===== src/rtl/booth_div16_seq.sv =====
// Sequential radix-2 non-restoring divider, signed/unsigned, valid/ready on both sides.
// Optional `DIV_CNT_EN adds a 16-bit count of completed result handshakes (port div_cnt).
module booth_div16_seq #(
  parameter int unsigned WIDTH = 16,
  parameter int unsigned CNT_W = 5
) (
  input  logic             sys_clk,
  input  logic             sys_rst_n,
  input  logic             in_valid,
  output logic             in_ready,
  input  logic             is_signed,
  input  logic [WIDTH-1:0] dividend,
  input  logic [WIDTH-1:0] divisor,
  output logic             out_valid,
  input  logic             out_ready,
  output logic [WIDTH-1:0] quotient,
  output logic [WIDTH-1:0] remainder,
  output logic             div_by_zero
`ifdef DIV_CNT_EN
  ,
  output logic [15:0]      div_cnt
`endif
);

  typedef enum logic [2:0] {StIdle, StPrep, StCalc, StFix, StDone} state_e;

  state_e             state_q, state_d;
  logic [WIDTH-1:0]   a_q, a_d;
  logic [WIDTH-1:0]   b_q, b_d;
  logic               sgn_q, sgn_d;
  logic [WIDTH-1:0]   dmag_q, dmag_d;
  logic [WIDTH:0]     p_q, p_d;
  logic [WIDTH-1:0]   q_q, q_d;
  logic               qneg_q, qneg_d;
  logic               rneg_q, rneg_d;
  logic [CNT_W-1:0]   cnt_q, cnt_d;
  logic [WIDTH-1:0]   quo_q, quo_d;
  logic [WIDTH-1:0]   rem_q, rem_d;
  logic               dbz_q, dbz_d;

  logic [WIDTH:0]     p_shift, p_step, p_fix;
  logic               neg_a, neg_b;

  assign in_ready    = (state_q == StIdle);
  assign out_valid   = (state_q == StDone);
  assign quotient    = quo_q;
  assign remainder   = rem_q;
  assign div_by_zero = dbz_q;

  // Partial remainder may transiently wrap after the shift; the add/sub result
  // always lands back in [-D, D), so modulo-2^(WIDTH+1) arithmetic is exact.
  assign p_shift = {p_q[WIDTH-1:0], q_q[WIDTH-1]};
  assign p_step  = p_q[WIDTH] ? (p_shift + {1'b0, dmag_q}) : (p_shift - {1'b0, dmag_q});
  assign p_fix   = p_q[WIDTH] ? (p_q + {1'b0, dmag_q}) : p_q;
  assign neg_a   = sgn_q & a_q[WIDTH-1];
  assign neg_b   = sgn_q & b_q[WIDTH-1];

  always_comb begin
    state_d = state_q;
    a_d     = a_q;
    b_d     = b_q;
    sgn_d   = sgn_q;
    dmag_d  = dmag_q;
    p_d     = p_q;
    q_d     = q_q;
    qneg_d  = qneg_q;
    rneg_d  = rneg_q;
    cnt_d   = cnt_q;
    quo_d   = quo_q;
    rem_d   = rem_q;
    dbz_d   = dbz_q;
    unique case (state_q)
      StIdle: begin
        if (in_valid) begin
          a_d     = dividend;
          b_d     = divisor;
          sgn_d   = is_signed;
          state_d = StPrep;
        end
      end
      StPrep: begin
        q_d    = neg_a ? -a_q : a_q;
        dmag_d = neg_b ? -b_q : b_q;
        qneg_d = neg_a ^ neg_b;
        rneg_d = neg_a;
        p_d    = '0;
        cnt_d  = CNT_W'(WIDTH);
        if (b_q == '0) begin
          quo_d   = '1;
          rem_d   = a_q;
          dbz_d   = 1'b1;
          state_d = StDone;
        end else begin
          state_d = StCalc;
        end
      end
      StCalc: begin
        p_d   = p_step;
        q_d   = {q_q[WIDTH-2:0], ~p_step[WIDTH]};
        cnt_d = cnt_q - CNT_W'(1);
        if (cnt_q == CNT_W'(1)) begin
          state_d = StFix;
        end
      end
      StFix: begin
        p_d     = p_fix;
        quo_d   = qneg_q ? -q_q : q_q;
        rem_d   = rneg_q ? -p_fix[WIDTH-1:0] : p_fix[WIDTH-1:0];
        dbz_d   = 1'b0;
        state_d = StDone;
      end
      StDone: begin
        if (out_ready) begin
          state_d = StIdle;
        end
      end
      default: state_d = StIdle;
    endcase
  end

  always_ff @(posedge sys_clk or negedge sys_rst_n) begin
    if (!sys_rst_n) begin
      state_q <= StIdle;
      a_q     <= '0;
      b_q     <= '0;
      sgn_q   <= 1'b0;
      dmag_q  <= '0;
      p_q     <= '0;
      q_q     <= '0;
      qneg_q  <= 1'b0;
      rneg_q  <= 1'b0;
      cnt_q   <= '0;
      quo_q   <= '0;
      rem_q   <= '0;
      dbz_q   <= 1'b0;
    end else begin
      state_q <= state_d;
      a_q     <= a_d;
      b_q     <= b_d;
      sgn_q   <= sgn_d;
      dmag_q  <= dmag_d;
      p_q     <= p_d;
      q_q     <= q_d;
      qneg_q  <= qneg_d;
      rneg_q  <= rneg_d;
      cnt_q   <= cnt_d;
      quo_q   <= quo_d;
      rem_q   <= rem_d;
      dbz_q   <= dbz_d;
    end
  end

`ifdef DIV_CNT_EN
  logic [15:0] hs_cnt_q;

  always_ff @(posedge sys_clk or negedge sys_rst_n) begin
    if (!sys_rst_n) begin
      hs_cnt_q <= '0;
    end else if (out_valid && out_ready) begin
      hs_cnt_q <= hs_cnt_q + 16'd1;
    end
  end

  assign div_cnt = hs_cnt_q;
`endif

endmodule


===== config.mk =====
export PLATFORM = sky130hd
export DESIGN_NAME = booth_div16_seq
export DESIGN_NICKNAME = d
export VERILOG_FILES = /design/src/rtl/booth_div16_seq.sv
export SDC_FILE = /design/constraint.sdc
export NUM_CORES = 1
export LEC_CHECK = 0
export ABC_AREA = 1
export CAP_MARGIN = 20
export CORE_AREA = 2 2 148 150
export CTS_CLUSTER_DIAMETER = 60
export DETAILED_ROUTE_END_ITERATION = 12
export DIE_AREA = 0 0 150 152
export PLACE_DENSITY = 0.59
export SLEW_MARGIN = 20
export SYNTH_ARGS = -nofsm -noshare
export SYNTH_HDL_FRONTEND = slang
export SYNTH_SLANG_ARGS = --single-unit

===== constraint.sdc =====
create_clock -name sys_clk -period 3.01 [get_ports sys_clk]
set_input_delay 0.4515 -clock sys_clk [delete_from_list [all_inputs] [get_ports sys_clk]]
set_output_delay 0.4515 -clock sys_clk [all_outputs]
set_load 0.01 [all_outputs]

### Word-level counts from Yosys, hierarchy flattened

Index checks and enable logic that the tools add are counted.

| storage, ports and cells | value |
|---|---|
| flip-flop bits (word level) | 125 |
| RAM bits | 0 |
| ROM bits | 0 |
| memories kept | 0 |
| latch bits | 0 |

| cells by class | value |
|---|---|
| $lt $le $gt $ge | 0 |
| reduce and logical (&&, ||, !) cells | 8 |
| equality and inequality tests | 9 |
| multiplexer cells | 20 |
| bitwise logic cells | 4 |
| $add $sub $neg | 8 |
| $mul | 0 |
| shifts and indexed selects | 0 |
| divide/modulo/power cells | 0 |

Operator list:

| cell | number |
|---|---|
| 16-bit 2-to-1 mux | 6 |
| 16-bit case mux with 2 select lines | 3 |
| 16-bit negation | 4 |
| 17-bit case mux with 3 select lines | 1 |
| 17-bit by 16-bit adder with 17-bit output | 2 |
| 17-bit 2-to-1 mux | 2 |
| 17-bit by 16-bit subtractor with 17-bit output | 1 |
| 16-bit zero test | 1 |
| 3-bit case mux with 5 select lines | 1 |
| 3-bit 2-to-1 mux | 4 |
| 5-bit case mux with 2 select lines | 1 |
| 3-bit by 2-bit == test with 1-bit output, second input constant | 2 |
| 2-bit inequality test, second input constant | 3 |
| 5-bit by 1-bit == test with 1-bit output, second input constant | 1 |
| 5-bit by 1-bit subtractor with 5-bit output, second input constant | 1 |
| 2-bit AND reduction | 2 |
| 2-bit nonzero test | 2 |
| 3-bit by 1-bit == test with 1-bit output, second input constant | 1 |
| 3-bit == test, second input constant | 1 |
| 3-bit zero test | 1 |
| 3-bit AND reduction | 1 |
| 3-bit nonzero test | 1 |
| 1-bit bitwise AND | 2 |
| 2-bit by 1-bit inequality test with 1-bit output, second input constant | 1 |
| other kinds (4) | 4 |

### Depth between registers and ports, before layout

| logic depth | value |
|---|---|
| depth after elaboration | 5 |
| gate-level depth with buffers | 19 |

### Least setup slack after synthesis

Ideal clock, no wire load.

| timing path | value |
|---|---|
| path type | register to register |
| start | register p_q[16] |
| end | register p_q[10] |
| clock period less this slack | 2.748 ns |
| arrival time | 2.621 ns |
| data required time | 2.882 ns |
| stages on the path, launching flop included | 19 |
| setup slack | 0.262 ns |
| cell sequence | dfrtp_1 > buf_6 > buf_2 > buf_2 > o21ai_0 > inv_1 > fa_1 > inv_1 > nand3_1 > nand2_1 > nand2_1 > nand2_1 > a21oi_1 > o21ai_0 > inv_1 > o21bai_1 > a21oi_1 > o21ai_0 > nand3b_1 |

| on the way | value |
|---|---|
| cells in the longest elaborated chain, start to end | 2 |
| elaborated cells on any way between the ends | 3 |
| classes of those cells | mux (3) |

RTL lines:

| what | RTL line | RTL |
|---|---|---|
| from (decl) | 32 | `logic [WIDTH:0] p_q, p_d;` |
| from (signal assigned) | 142 | `p_q <= p_d;` |
| 17-bit 2-to-1 mux, on equally long branches | 54, 53 |  |
| 17-bit case mux with 3 select lines (*) | 72 | `unique case (state_q)` |

Mark *: on every way between the ends. The rest lies on a longest branch, timed or not.
A chain may end at the register's enable or synchronous reset.

### Worst setup path in the final report

| timing path | value |
|---|---|
| start | register dmag_q[1] |
| end | register p_q[9] |

| on the way | value |
|---|---|
| cells in the longest elaborated chain, start to end | 3 |
| elaborated cells on any way between the ends | 6 |
| classes of those cells | add/sub (3); mux (3) |

RTL lines:

| what | RTL line | RTL |
|---|---|---|
| from (decl) | 31 | `logic [WIDTH-1:0] dmag_q, dmag_d;` |
| from (signal assigned) | 141 | `dmag_q <= dmag_d;` |
| 17-bit by 16-bit adder with 17-bit output, or another cell as far along | 54 | `assign p_fix = p_q[WIDTH] ? (p_q + {1'b0, dmag_q}) : p_q;` |
| 17-bit 2-to-1 mux, on equally long branches | 54, 53 |  |
| 17-bit case mux with 3 select lines (*) | 72 |  |

Marks and branches as above.

==> metrics.md <==
| Metric | Value |
|---|---|
| Worst Path Max Fanout | `5` |
| CP max stage delay | `0.41 ns` |
| Critical path required time | `3.30 ns` |
| R2r setup slk | `0.15 ns` |
| Routed wire per std cell | `16.3 µm` |
| Clock transition at the registers of the reported paths | `0.06 ns` |
| VDD IR-drop max | `0.000547 V` |
| Vias in the first global route | `7873` |
| Top layer in use | `met4` |
| Status | `finished clean` |
| Area share of fa/ha/maj cells after synthesis | `0.0615` |
| CTS Buffer Depth | `2` |
| Avg Cell Area, Syn | `7.34 µm²` |
| Die Height | `152 µm` |
| Final WL | `25500 µm` |
| R2r worst-path depth | `15` |
| DIE AREA | `22800 µm²` |
| Slew Viols, Final | `0` |
| Detail Route Antenna Nets | `0` |
| Core ar. | `21400 µm²` |
| Largest net degree at the start of global routing | `59` |
| GRT Total Usage | `0.234` |
| Synthesis Warnings | `0` |
| Crit start category | `register` |
| Worst Path Buf+Inv | `3` |
| PnR worst setup slack | `0.151 ns` |
| Met2 routed WL | `11300 µm` |
| First-pass DRT Iterations | `5` |
| TritonCTS Buffers | `17` |
| Initial DRC Count | `476` |
| Cell Rows | `54` |
| Final hold slack | `0.0110 ns` |
| Pre-CTS setup slack | `0.0804 ns` |
| Simple-gate area share of the yosys netlist | `0.277` |
| Routed vias/inst | `5.18` |
| Vias | `8086` |
| Post-Syn Nets | `1248` |
| Clock Latency Late Sink | `0.43 ns` |
| DRT met1 WL | `12700 µm` |
| Fillers | `2175` |
| Worst Tran Pin Value | `0.728 ns` |
| Critical path depth | `15` |
| Worst path top cell family by delay | `simple AND/OR/NAND/NOR gates` |
| Multi-input logic area | `4870 µm²` |
| Post-synth top flop | `dfrtp_1` |
| Dpl hpwl | `19800 µm` |
| Post-synth cell types | `50` |
| Post-layout util | `0.494` |
| RSZ-0062 raised after global routing | `true` |
| Synthesis-to-finish area growth | `22.9%` |
| Critical path's slowest cell | `dfrtp_1` |
| Max Cap Viol | `0` |
| # IOs | `72` |
| Maximum clock frequency | `0.350 GHz` |
| Synthesized instance count | `1170` |
| Pwr per Cell Area | `1370 nW/µm²` |
| Slew headroom | `0.513` |
| Post-CTS Hold Buffers | `0` |
| Input/output buffers | `71` |
| Mapped Area | `8580 µm²` |
| Synth Area in XOR/XNOR | `0.0429` |
| Critical-path cell list | `inv_2 -> ha_2 -> nand2_1 -> nor3_2 -> buf_4 -> or2_2 -> xor2_1 -> ha_1 -> buf_4 -> a21oi_1 -> o21ai_4 -> nand3_1 -> nand2_1 -> o21ai_0 -> nand3b_1` |
| Flops & latches, synth | `125` |
| Sequential share of the synthesized area | `0.364` |
| Final min period | `2.86 ns` |
| Final Cycle Share | `0.950` |
| RR Endpoint | `p_q[9]` |
| Met3 WL post-DR | `932 µm` |
| Register area | `3130 µm²` |
| # DRC | `0` |
| Initial Util | `0.402` |
| Main combinational cell family by area after synthesis | `simple AND/OR/NAND/NOR gates` |
| Final non-filler cell total | `1561` |
| Post-synth EDFFs | `0` |
| Final count of negative-setup-slack endpoints | `0` |
| H-tree levels | `4` |
| Placed cell count | `1520` |
| Fraction of layout cells with a size suffix above 1 | `0.126` |
| Initial antenna violation count | `0` |
| Proportion of synthesized area in mux cells | `0.0118` |
| Critical path class | `register to register` |
| Leak | `4.99 nW` |
| Critical Path End Type | `register` |
| Routability cong. | `0.893` |
| CTS tree | `yes` |
| Hold Path Class | `input port to async pin` |
| Grt ovf | `0` |
| Root Buffer | `clkbuf_16` |
| Clock skew | `0.0109 ns` |
| Number of diodes | `0` |
| Sink Count | `125` |
| Die Wd | `150 µm` |
| R2R Path Start | `dmag_q[1]` |
| Complex-gate fraction of the synthesized area | `0.161` |
| First-pass GRT wire length | `41800 µm` |
| Final hold violation count | `0` |
| Final Net Count | `1347` |
| Critical Path AT | `3.15 ns` |
| Async set or reset register ratio after synthesis | `1.00` |
-- placed cells by master, fill, tap and decap left out, types with 7 or more instances in the layout --
cell type | synthesis | layout
o211ai_1 | 11 | 11
mux2_2 | 9 | 9
inv_1 | 127 | 126
buf_4 | 1 | 43
dfrtp_1 | 125 | 124
inv_2 | 12 | 13
o221ai_1 | 21 | 21
nand3_1 | 75 | 74
o21ai_0 | 86 | 81
nand2_1 | 270 | 266
a31oi_1 | 8 | 7
o21ai_1 | 8 | 11
xor2_1 | 35 | 34
nand4_1 | 7 | 7
clkdlybuf4s50_1 | 0 | 70
nor2_1 | 119 | 117
ha_1 | 39 | 34
nand2_2 | 9 | 13
a21oi_1 | 85 | 83
nand3b_1 | 7 | 7
nor3_1 | 16 | 13
clkbuf_16 | 0 | 17
xnor2_1 | 7 | 7
-- Yosys cell counts (8+ instances only) --
cell | instances | area, µm²
dfrtp_1 | 125 | 3130
a21oi_1 | 85 | 425
ha_1 | 39 | 488
inv_2 | 12 | 45.0
mux2_2 | 9 | 101
nand3_1 | 75 | 375
nor3_1 | 16 | 80.1
o21ai_0 | 86 | 430
o21ai_1 | 8 | 40.0
o211ai_1 | 11 | 82.6
nand2_2 | 9 | 56.3
xor2_1 | 35 | 307
nor2_1 | 119 | 447
nand2_1 | 270 | 1010
clkbuf_1 | 17 | 63.8
buf_2 | 10 | 50.1
inv_1 | 127 | 477
a31oi_1 | 8 | 50.1
o221ai_1 | 21 | 184
-- routing by layer --
metal / vias up / track usage
li1: 4084 / -
met1: 3784 / 0.347
met2: 183 / 0.351
met3: 35 / 0.0336
met4: 0 / 0.0732
met5: - / 0
-- state kept, by name, summed over array words and instances (netlist names) --
| register | count |
|---|---|
| a_q | 16 |
| b_q | 16 |
| cnt_q | 5 |
| div_by_zero | 1 |
| dmag_q | 16 |
| p_q | 17 |
| q_q | 16 |
| qneg_q | 1 |
| quotient | 16 |
| remainder | 16 |
| rneg_q | 1 |
| sgn_q | 1 |
| state_q | 3 |
-- report_power, final --
part	leakage, nW	switching [mW]	total [mW]	internal, mW
logic	3.21	5.34	8.86	3.52
clock network	0.291	0.765	2.19	1.42
registers	1.49	0.907	3.42	2.51
-- what timing repair did --
action / in CTS / in global routing
setup endpoints to repair: 0 / 11
setup buffers: 0 / 10
gates resized for setup: 0 / 32
-- cell type report --
cell class / instances / area share
Clock buffer: 21 / 0.0437
Tap cell: 280 / 0.0332
Clock inverter: 10 / 0.0155
Inverter: 142 / 0.0505
Timing Repair Buffer: 114 / 0.0989
Sequential cell: 125 / 0.297
Multi-Input combinational cell: 869 / 0.461
-- how the worst max path moves through the flow --
stage	from	to	slack (ns)
finish	dmag_q[1]	p_q[9]	0.15
global route	dmag_q[1]	p_q[10]	-0.04
CTS	dmag_q[0]	p_q[16]	0.05
detailed placement	dmag_q[0]	p_q[16]	0.08
global placement	dmag_q[0]	q_q[0]	0.09
floorplan	p_q[16]	p_q[10]	0.26
-- kinds of logic after synthesis --
family          count (synthesis)
simple gates                  537
compound gates                240
buf+inv                       176
flops                         125
xor+xnor                       42
fa+ha+maj                      41
mux                             9
-- metrics by stage --
stage	total power [mW]	setup TNS, ns	area, µm²
final	14.5	0	10500
after global placement	11.7	0	9740
after global routing	15.8	-0.119	10500
after CTS	14.0	0	10400
after detailed placement	11.8	0	9740
after floorplan	9.07	0	8580
No activity file was read; power rests on OpenSTA's default activity.
